### src/rtl/rx_ctrl_pkg.sv
// rtl/rx_ctrl_pkg.sv - shared constants and types for the RxUnit APB controller
//
// Purpose: register byte offsets, CTRL/STATUS bit positions, the controller
// FSM state type, RxUnit baud/parity codes and the FIFO entry layout.
// Ports: none (package).
package rx_ctrl_pkg;

  // Register byte offsets; decode uses paddr[3:2], bits [1:0] are ignored.
  localparam logic [3:0] ADDR_CTRL   = 4'h0;
  localparam logic [3:0] ADDR_STATUS = 4'h4;
  localparam logic [3:0] ADDR_DATA   = 4'h8;
  localparam logic [3:0] ADDR_CLEAR  = 4'hC;

  // CTRL bit positions
  localparam int CTRL_ENABLE     = 0;
  localparam int CTRL_BAUD_LSB   = 1;
  localparam int CTRL_PARITY_LSB = 3;
  localparam int CTRL_IRQ_EN     = 5;
  localparam int CTRL_W          = 6;

  // STATUS bit positions; the count field starts at STAT_COUNT_LSB
  localparam int STAT_NOT_EMPTY   = 0;
  localparam int STAT_FULL        = 1;
  localparam int STAT_OVERRUN     = 2;
  localparam int STAT_CFG_PENDING = 3;
  localparam int STAT_RX_ACTIVE   = 4;
  localparam int STAT_COUNT_LSB   = 5;

  // CLEAR bit positions
  localparam int CLR_OVERRUN = 0;
  localparam int CLR_FLUSH   = 1;

  // RxUnit encodings
  localparam logic [1:0] BAUD_9600   = 2'b10;
  localparam logic [1:0] BAUD_19200  = 2'b11;
  localparam logic [1:0] PARITY_ODD  = 2'b01;
  localparam logic [1:0] PARITY_EVEN = 2'b10;

  // FIFO entry: {error[2:0], data[7:0]}
  localparam int ENTRY_W = 11;

  typedef enum logic [1:0] {
    DISABLED = 2'd0,
    ARMED    = 2'd1,
    BUSY     = 2'd2
  } rx_state_e;

  function automatic logic [ENTRY_W-1:0] pack_entry(input logic [2:0] err,
                                                    input logic [7:0] data);
    return {err, data};
  endfunction

endpackage

### src/rtl/rx_frame_fifo.sv
// rtl/rx_frame_fifo.sv - synchronous frame FIFO with push/pop/flush
//
// Purpose: DEPTH-entry buffer of ENTRY_W-bit received frames.
// Ports:
//   clock, reset      - clock, asynchronous active-high reset
//   push, wdata       - write request and entry; ignored when full unless
//                       a pop is accepted in the same cycle
//   pop, rdata        - read request and head entry (rdata is show-ahead)
//   flush             - empties the FIFO; overrides push and pop
//   full, empty, count- occupancy
module rx_frame_fifo
  import rx_ctrl_pkg::*;
#(
  parameter int DEPTH = 4,
  parameter int CNT_W = 3
) (
  input  logic               clock,
  input  logic               reset,
  input  logic               push,
  input  logic               pop,
  input  logic               flush,
  input  logic [ENTRY_W-1:0] wdata,
  output logic [ENTRY_W-1:0] rdata,
  output logic               full,
  output logic               empty,
  output logic [CNT_W-1:0]   count
);

  localparam int PTR_W = $clog2(DEPTH);

  logic [ENTRY_W-1:0] mem [DEPTH];
  logic [PTR_W-1:0]   wr_ptr;
  logic [PTR_W-1:0]   rd_ptr;
  logic               do_push;
  logic               do_pop;

  assign empty = (count == '0);
  assign full  = (count == CNT_W'(DEPTH));
  assign rdata = mem[rd_ptr];

  assign do_pop  = pop & ~empty & ~flush;
  // A pop in the same cycle frees the slot, so a full FIFO still accepts.
  assign do_push = push & (~full | do_pop) & ~flush;

  always_ff @(posedge clock or posedge reset) begin
    if (reset) begin
      wr_ptr <= '0;
      rd_ptr <= '0;
      count  <= '0;
    end else if (flush) begin
      wr_ptr <= '0;
      rd_ptr <= '0;
      count  <= '0;
    end else begin
      // DEPTH is a power of two, so pointer overflow is the modulo wrap.
      if (do_push) wr_ptr <= wr_ptr + PTR_W'(1);
      if (do_pop)  rd_ptr <= rd_ptr + PTR_W'(1);
      count <= count + CNT_W'(do_push) - CNT_W'(do_pop);
    end
  end

  always_ff @(posedge clock) begin
    if (do_push) mem[wr_ptr] <= wdata;
  end

endmodule

### src/rtl/rx_ctrl_apb.sv
// rtl/rx_ctrl_apb.sv - APB controller, config sequencer and frame buffer for RxUnit
//
// Purpose: holds baud/parity/enable configuration, applies it to RxUnit only
// between frames, captures completed frames into a FIFO and raises irq.
// Ports:
//   clock, reset                       - clock, asynchronous active-high reset
//   psel, penable, pwrite, paddr,
//   pwdata, prdata, pready, pslverr    - APB slave (zero wait states)
//   rx_reset_n, rx_baud_rate,
//   rx_parity_type                     - registered RxUnit controls
//   rx_active, rx_done, rx_error,
//   rx_data                            - RxUnit status and received frame
//   irq                                - registered interrupt request
module rx_ctrl_apb
  import rx_ctrl_pkg::*;
#(
  parameter int FIFO_DEPTH = 4,
  parameter int CNT_W      = 3
) (
  input  logic        clock,
  input  logic        reset,
  input  logic        psel,
  input  logic        penable,
  input  logic        pwrite,
  input  logic [3:0]  paddr,
  input  logic [31:0] pwdata,
  output logic [31:0] prdata,
  output logic        pready,
  output logic        pslverr,
  output logic        rx_reset_n,
  output logic [1:0]  rx_baud_rate,
  output logic [1:0]  rx_parity_type,
  input  logic        rx_active,
  input  logic        rx_done,
  input  logic [2:0]  rx_error,
  input  logic [7:0]  rx_data,
  output logic        irq
);

  logic [CTRL_W-1:0]  ctrl;
  logic               cfg_pending;
  logic               overrun;
  logic               done_prev;
  rx_state_e          state;

  logic               fifo_full;
  logic               fifo_empty;
  logic [CNT_W-1:0]   fifo_count;
  logic [ENTRY_W-1:0] fifo_rdata;

  logic               access;
  logic [3:0]         reg_addr;
  logic               ctrl_wr;
  logic               clear_wr;
  logic               data_rd;
  logic               push_req;
  logic               flush;
  logic               ovr_clear;
  logic               cfg_apply;
  logic [31:0]        status_word;
  logic               unused_bits;

  assign unused_bits = &{1'b0, pwdata[31:CTRL_W], paddr[1:0]};

  assign pready   = 1'b1;
  assign access   = psel & penable;
  assign reg_addr = {paddr[3:2], 2'b00};

  always_comb begin
    status_word                                 = '0;
    status_word[STAT_NOT_EMPTY]                 = ~fifo_empty;
    status_word[STAT_FULL]                      = fifo_full;
    status_word[STAT_OVERRUN]                   = overrun;
    status_word[STAT_CFG_PENDING]               = cfg_pending;
    status_word[STAT_RX_ACTIVE]                 = rx_active;
    status_word[STAT_COUNT_LSB +: CNT_W]        = fifo_count;
  end

  // Register access decode; everything is qualified by the access phase so
  // prdata/pslverr are 0 outside it.
  always_comb begin
    prdata   = '0;
    pslverr  = 1'b0;
    ctrl_wr  = 1'b0;
    clear_wr = 1'b0;
    data_rd  = 1'b0;
    if (access) begin
      case (reg_addr)
        ADDR_CTRL: begin
          if (pwrite) ctrl_wr = 1'b1;
          else        prdata  = 32'(ctrl);
        end
        ADDR_STATUS: begin
          if (pwrite) pslverr = 1'b1;
          else        prdata  = status_word;
        end
        ADDR_DATA: begin
          if (pwrite || fifo_empty) begin
            pslverr = 1'b1;
          end else begin
            prdata  = 32'(fifo_rdata);
            data_rd = 1'b1;
          end
        end
        ADDR_CLEAR: begin
          if (pwrite) clear_wr = 1'b1;
          else        pslverr  = 1'b1;
        end
        default: ;
      endcase
    end
  end

  assign flush     = clear_wr & pwdata[CLR_FLUSH];
  assign ovr_clear = clear_wr & pwdata[CLR_OVERRUN];
  assign push_req  = rx_done & ~done_prev & (state != DISABLED);
  // Configuration is only allowed to reach RxUnit between frames.
  assign cfg_apply = (state == DISABLED) || (state == ARMED);

  rx_frame_fifo #(
    .DEPTH (FIFO_DEPTH),
    .CNT_W (CNT_W)
  ) u_fifo (
    .clock (clock),
    .reset (reset),
    .push  (push_req),
    .pop   (data_rd),
    .flush (flush),
    .wdata (pack_entry(rx_error, rx_data)),
    .rdata (fifo_rdata),
    .full  (fifo_full),
    .empty (fifo_empty),
    .count (fifo_count)
  );

  always_ff @(posedge clock or posedge reset) begin
    if (reset) begin
      ctrl        <= '0;
      cfg_pending <= 1'b0;
      overrun     <= 1'b0;
      done_prev   <= 1'b0;
      irq         <= 1'b0;
    end else begin
      done_prev <= rx_done;
      // A write landing on an apply cycle wins: the new value is applied next cycle.
      if (ctrl_wr) begin
        ctrl        <= pwdata[CTRL_W-1:0];
        cfg_pending <= 1'b1;
      end else if (cfg_apply) begin
        cfg_pending <= 1'b0;
      end
      // A full FIFO loses the frame unless a pop frees a slot this cycle;
      // a flush discards the push without counting it as an overrun.
      if (push_req && fifo_full && !data_rd && !flush) overrun <= 1'b1;
      else if (ovr_clear)                              overrun <= 1'b0;
      irq <= ctrl[CTRL_IRQ_EN] & (~fifo_empty | overrun);
    end
  end

  always_ff @(posedge clock or posedge reset) begin
    if (reset) begin
      state          <= DISABLED;
      rx_reset_n     <= 1'b0;
      rx_baud_rate   <= '0;
      rx_parity_type <= '0;
    end else begin
      if (cfg_apply) begin
        rx_baud_rate   <= ctrl[CTRL_BAUD_LSB +: 2];
        rx_parity_type <= ctrl[CTRL_PARITY_LSB +: 2];
      end
      case (state)
        DISABLED: begin
          if (ctrl[CTRL_ENABLE]) begin
            state      <= ARMED;
            rx_reset_n <= 1'b1;
          end
        end
        ARMED: begin
          if (!ctrl[CTRL_ENABLE]) begin
            state      <= DISABLED;
            rx_reset_n <= 1'b0;
          end else if (rx_active) begin
            state <= BUSY;
          end
        end
        // Disable requests wait here until the frame finishes; ARMED then
        // handles the drop to DISABLED.
        BUSY: begin
          if (!rx_active) state <= ARMED;
        end
        default: begin
          state      <= DISABLED;
          rx_reset_n <= 1'b0;
        end
      endcase
    end
  end

endmodule

### config.mk
export PLATFORM = sky130hd
export DESIGN_NAME = rx_ctrl_apb
export DESIGN_NICKNAME = d
export VERILOG_FILES = /design/src/rtl/rx_ctrl_pkg.sv /design/src/rtl/rx_frame_fifo.sv /design/src/rtl/rx_ctrl_apb.sv
export SDC_FILE = /design/constraint.sdc
export NUM_CORES = 1
export LEC_CHECK = 0
export ABC_AREA = 1
export CAP_MARGIN = 20
export CORE_MARGIN = 3
export CORE_UTILIZATION = 54
export CTS_BUF_LIST = sky130_fd_sc_hd__clkbuf_2 sky130_fd_sc_hd__clkbuf_4 sky130_fd_sc_hd__clkbuf_8
export DETAILED_ROUTE_END_ITERATION = 6
export PLACE_DENSITY = 0.91
export SKIP_LAST_GASP = 1
export SLEW_MARGIN = 25
export SYNTH_ARGS = -nofsm -noshare
export SYNTH_HDL_FRONTEND = slang
export SYNTH_HIERARCHICAL = 1
export SYNTH_SLANG_ARGS = --single-unit
### constraint.sdc
create_clock -name clock -period 5.2 [get_ports clock]
set_input_delay 1.04 -clock clock [delete_from_list [all_inputs] [get_ports clock]]
set_output_delay 1.04 -clock clock [all_outputs]
set_load 0.05 [all_outputs]
==> run metrics <==
Max stage delay on crit path about 0.84 ns; final-report max-slew violation count 0; Placer Congestion about 0.85; # diodes 0; total congestion overflow after global routing 0; worst endpoint required time 4.16 ns; CTS Buf Count 9; number of nets still failing antenna checks after routing 0; aggregate routed wire length 7650 um; Die Span Y 85.2 um; drt first pass iters 7; Power Density 444 nW/um^2; Worst Hold Endpoint rx_baud_rate[0]$_DFFE_PP0P_; DRC Markers 0; non-filler cells in the finished layout 479; crit path kind input port to primary output; CTS Root Cell sky130_fd_sc_hd__clkbuf_8; Mapped Area 3390 um^2; arrival time of data at the critical path endpoint roughly 3.4 ns; post-CTS setup buffer count 0; placement row count 28; post-DP HPWL 5120 um; post-CTS sizing 0; synth unique cells 30; overall global routing resource usage 0.220; outcome finished clean; critical path, cell by cell clkdlybuf4s50_1, nor2_8, inv_1, nor2_2, nand2_1, a21oi_1, clkdlybuf4s50_1; Worst Clk Skew 0.00954 ns; endpoint kind of the worst setup timing path primary output; final hold violations 0; Clock Latency Late Sink roughly 0.35 ns; number of violations of the max-capacitance limit 0; maximum fanout encountered on the critical timing path 9; post-route fraction of the period consumed by the critical path 0.855; Final setup viols 0; number of levels in the clock H-tree 3; hold buffer count at CTS 0; maximum frequency from static timing analysis 225 MHz; die extent in x approximately 85 um; Critical Path Source Type input port; DP Cell Count 463; starting DRC count in detailed routing 280; RSZ-0062 raised after global routing false; final critical path time including I/O delays and setup 4.45 ns; hold_sp rx_baud_rate[0]$_DFFE_PP0P_; Multi-input gate area between 1000 and 1500 um^2; leading register cell type out of synthesis sky130_fd_sc_hd__edfxtp_1; worst IR drop on VDD 223 uV; Synth warnings 6; CTS tree built; Top Family by Delay on Critical Path buffers and inverters; starting utilization of the core area 0.566; wire length of the first global-routing pass roughly 12000 um; number of global-route vias before repair 2680; flop-to-flop setup slack 1.95 ns; Cells after Synth 354; cell at the slowest stage of the critical path sky130_fd_sc_hd__clkdlybuf4s50_1; Seq/Total Area, Yosys 0.567; sequential standard cell area 1920 um^2; FILL cells 430; worst hold-check path type flip-flop to flip-flop; Final nets 460; clock tree sinks 68; Reg2Reg Capture Point u_fifo/count[2]$_DFF_PP0_; I/O pin total 94; core area 5990 um^2; clock slew at the register clock pins of the worst setup and hold paths 0.08 ns; initial antenna violation count 0; hold path cells 2; maximum root-to-sink buffer count 2; share of layout cells above drive strength 1 0.0916; most frequent CP cell sky130_fd_sc_hd__clkdlybuf4s50_1; DR vias 2622; count of input and output buffers 43; Crit path buffers/inverters 3; detail-routed via count per cell 5.47; number of register bits inferred by synthesis 68; number of enable flip-flop cells after synthesis 44; largest net degree at the start of global routing 26; Leakage Power 1.73 nW; relative slew slack 0.296; sum of negative setup slack 0 ns; area of the die 7270 um^2; startpoint of the worst register-to-register path u_fifo/count[1]$_DFF_PP0_; Async S/R FF share, synth 0.353; average instance area after synthesis around 9.6 um^2; logic depth of the worst register-to-register path 16; Area growth, synth to finish 17.2%; slew at the pin with the worst max-slew slack about 1.1 ns; detailed-route wire length per cell 16.0 um
## worst max-delay path by stage
| stage | startpoint | endpoint | slack [ns] | cells after the start |
|---|---|---|---|---|
| after floorplan | pwrite | prdata[6] | 1.90 | 6 |
| after global placement | paddr[2] | prdata[0] | 0.91 | 7 |
| after detailed placement | pwrite | prdata[7] | 0.85 | 7 |
| after CTS | pwrite | prdata[6] | 0.79 | 7 |
| after global routing | pwrite | prdata[6] | 0.66 | 7 |
| final | pwrite | prdata[6] | 0.75 | 7 |
## state kept, by name, indices dropped and copies added (netlist names), 2 cells and up
signal          cells
u_fifo/rd_ptr       2
u_fifo/count        3
ctrl                6
u_fifo/wr_ptr       2
rx_parity_type      2
rx_baud_rate        2
state               2
u_fifo/mem         44
## power by group
part | total (mW) | internal [mW] | switching, mW
Clock | 0.434 | 0.227 | 0.207
Sequential | 0.755 | 0.651 | 0.104
Combinational | 0.576 | 0.184 | 0.392
## synthesized netlist by cell type, drive strengths merged (2+ instances only)
cell type,number,area [um^2]
nand3,29,175
o21ai,24,124
a21oi,8,40.0
buf,30,225
nand2,66,253
ha,6,75.1
inv,42,160
conb,2,7.51
nand4,2,12.5
o22ai,11,68.8
edfxtp,44,1320
nor2,57,254
nor3,3,15.0
dfrtp,24,601
## placed cells by master, fill, tap and decap left out
| master | netlist | routed |
|---|---|---|
| sky130_fd_sc_hd__nand2_1 | 64 | 64 |
| sky130_fd_sc_hd__nor2_1 | 52 | 51 |
| sky130_fd_sc_hd__edfxtp_1 | 44 | 44 |
| sky130_fd_sc_hd__clkdlybuf4s50_1 | 0 | 43 |
| sky130_fd_sc_hd__inv_1 | 39 | 39 |
| sky130_fd_sc_hd__dfrtp_1 | 24 | 24 |
| sky130_fd_sc_hd__nand3_1 | 23 | 23 |
| sky130_fd_sc_hd__conb_1 | 2 | 22 |
| sky130_fd_sc_hd__o21ai_0 | 21 | 21 |
| sky130_fd_sc_hd__o22ai_1 | 11 | 11 |
| sky130_fd_sc_hd__clkbuf_8 | 0 | 9 |
| sky130_fd_sc_hd__a21oi_1 | 8 | 8 |
| sky130_fd_sc_hd__nand3_2 | 6 | 6 |
| sky130_fd_sc_hd__ha_1 | 6 | 6 |
| sky130_fd_sc_hd__nor2_2 | 3 | 4 |
| sky130_fd_sc_hd__nor3_1 | 3 | 3 |
| sky130_fd_sc_hd__nand2_2 | 2 | 2 |
| sky130_fd_sc_hd__nor2_8 | 2 | 2 |
| sky130_fd_sc_hd__clkinv_2 | 0 | 2 |
| sky130_fd_sc_hd__clkinvlp_4 | 0 | 2 |
| sky130_fd_sc_hd__inv_2 | 2 | 2 |
| sky130_fd_sc_hd__nand4_1 | 2 | 2 |
| sky130_fd_sc_hd__o21ai_1 | 2 | 2 |
| sky130_fd_sc_hd__buf_4 | 25 | 2 |
| sky130_fd_sc_hd__inv_4 | 1 | 1 |
| sky130_fd_sc_hd__a21boi_0 | 1 | 1 |
| sky130_fd_sc_hd__bufinv_16 | 0 | 1 |
| sky130_fd_sc_hd__clkbuf_4 | 0 | 1 |
| sky130_fd_sc_hd__inv_6 | 0 | 1 |
| sky130_fd_sc_hd__o211ai_2 | 1 | 1 |
| sky130_fd_sc_hd__o21ai_2 | 1 | 1 |
| sky130_fd_sc_hd__and3_1 | 1 | 1 |
| sky130_fd_sc_hd__xor2_1 | 1 | 1 |
| sky130_fd_sc_hd__fa_1 | 1 | 1 |
## per-stage QoR
step | total power [mW] | hold WS (ns) | util | instance area (um^2) | setup slack [ns]
2_1_floorplan | 1.17 | 0.449 | - | 3470 | 1.90
3_3_place_gp | 1.28 | 0.465 | 0.630 | 3780 | 0.912
3_5_place_dp | 1.32 | 0.474 | 0.630 | 3780 | 0.850
4_1_cts | 1.75 | 0.491 | 0.663 | 3970 | 0.788
5_1_grt | 1.86 | 0.524 | 0.663 | 3970 | 0.659
6_report | 1.76 | 0.489 | 0.663 | 3970 | 0.754
## tightest hold or removal path, delay by kind of cell, from the launching register on
family | cells | cell delay (ns)
flops | 1 | 0.35
simple gates | 2 | 0.11
## routing by layer
layer,vias to the layer above,share of wire,GRT usage
met5,-,0,0
met4,0,0.027,0.124
met3,20,0.083,0.0476
met2,160,0.52,0.385
met1,1233,0.37,0.248
li1,1209,-,-
## kinds of logic after synthesis
group	after synthesis	share of synthesized area
AO/OA/AOI/OAI	45	0.0745
XOR/XNOR	1	0.00258
adder cells (fa/ha/maj)	7	0.0280
buffers and inverters	73	0.115
flip-flops	68	0.567
other	2	0.00221
AND/OR/NAND/NOR	158	0.211
## final cells by class
type	count	area share
clock buffers	10	0.0331
clock inverters	6	0.0161
inverters	42	0.0403
multi-input cells	233	0.291
flip-flops and latches	68	0.484
well taps	75	0.0236
repair buffers	45	0.112
No activity file was read; power rests on OpenSTA's default activity.
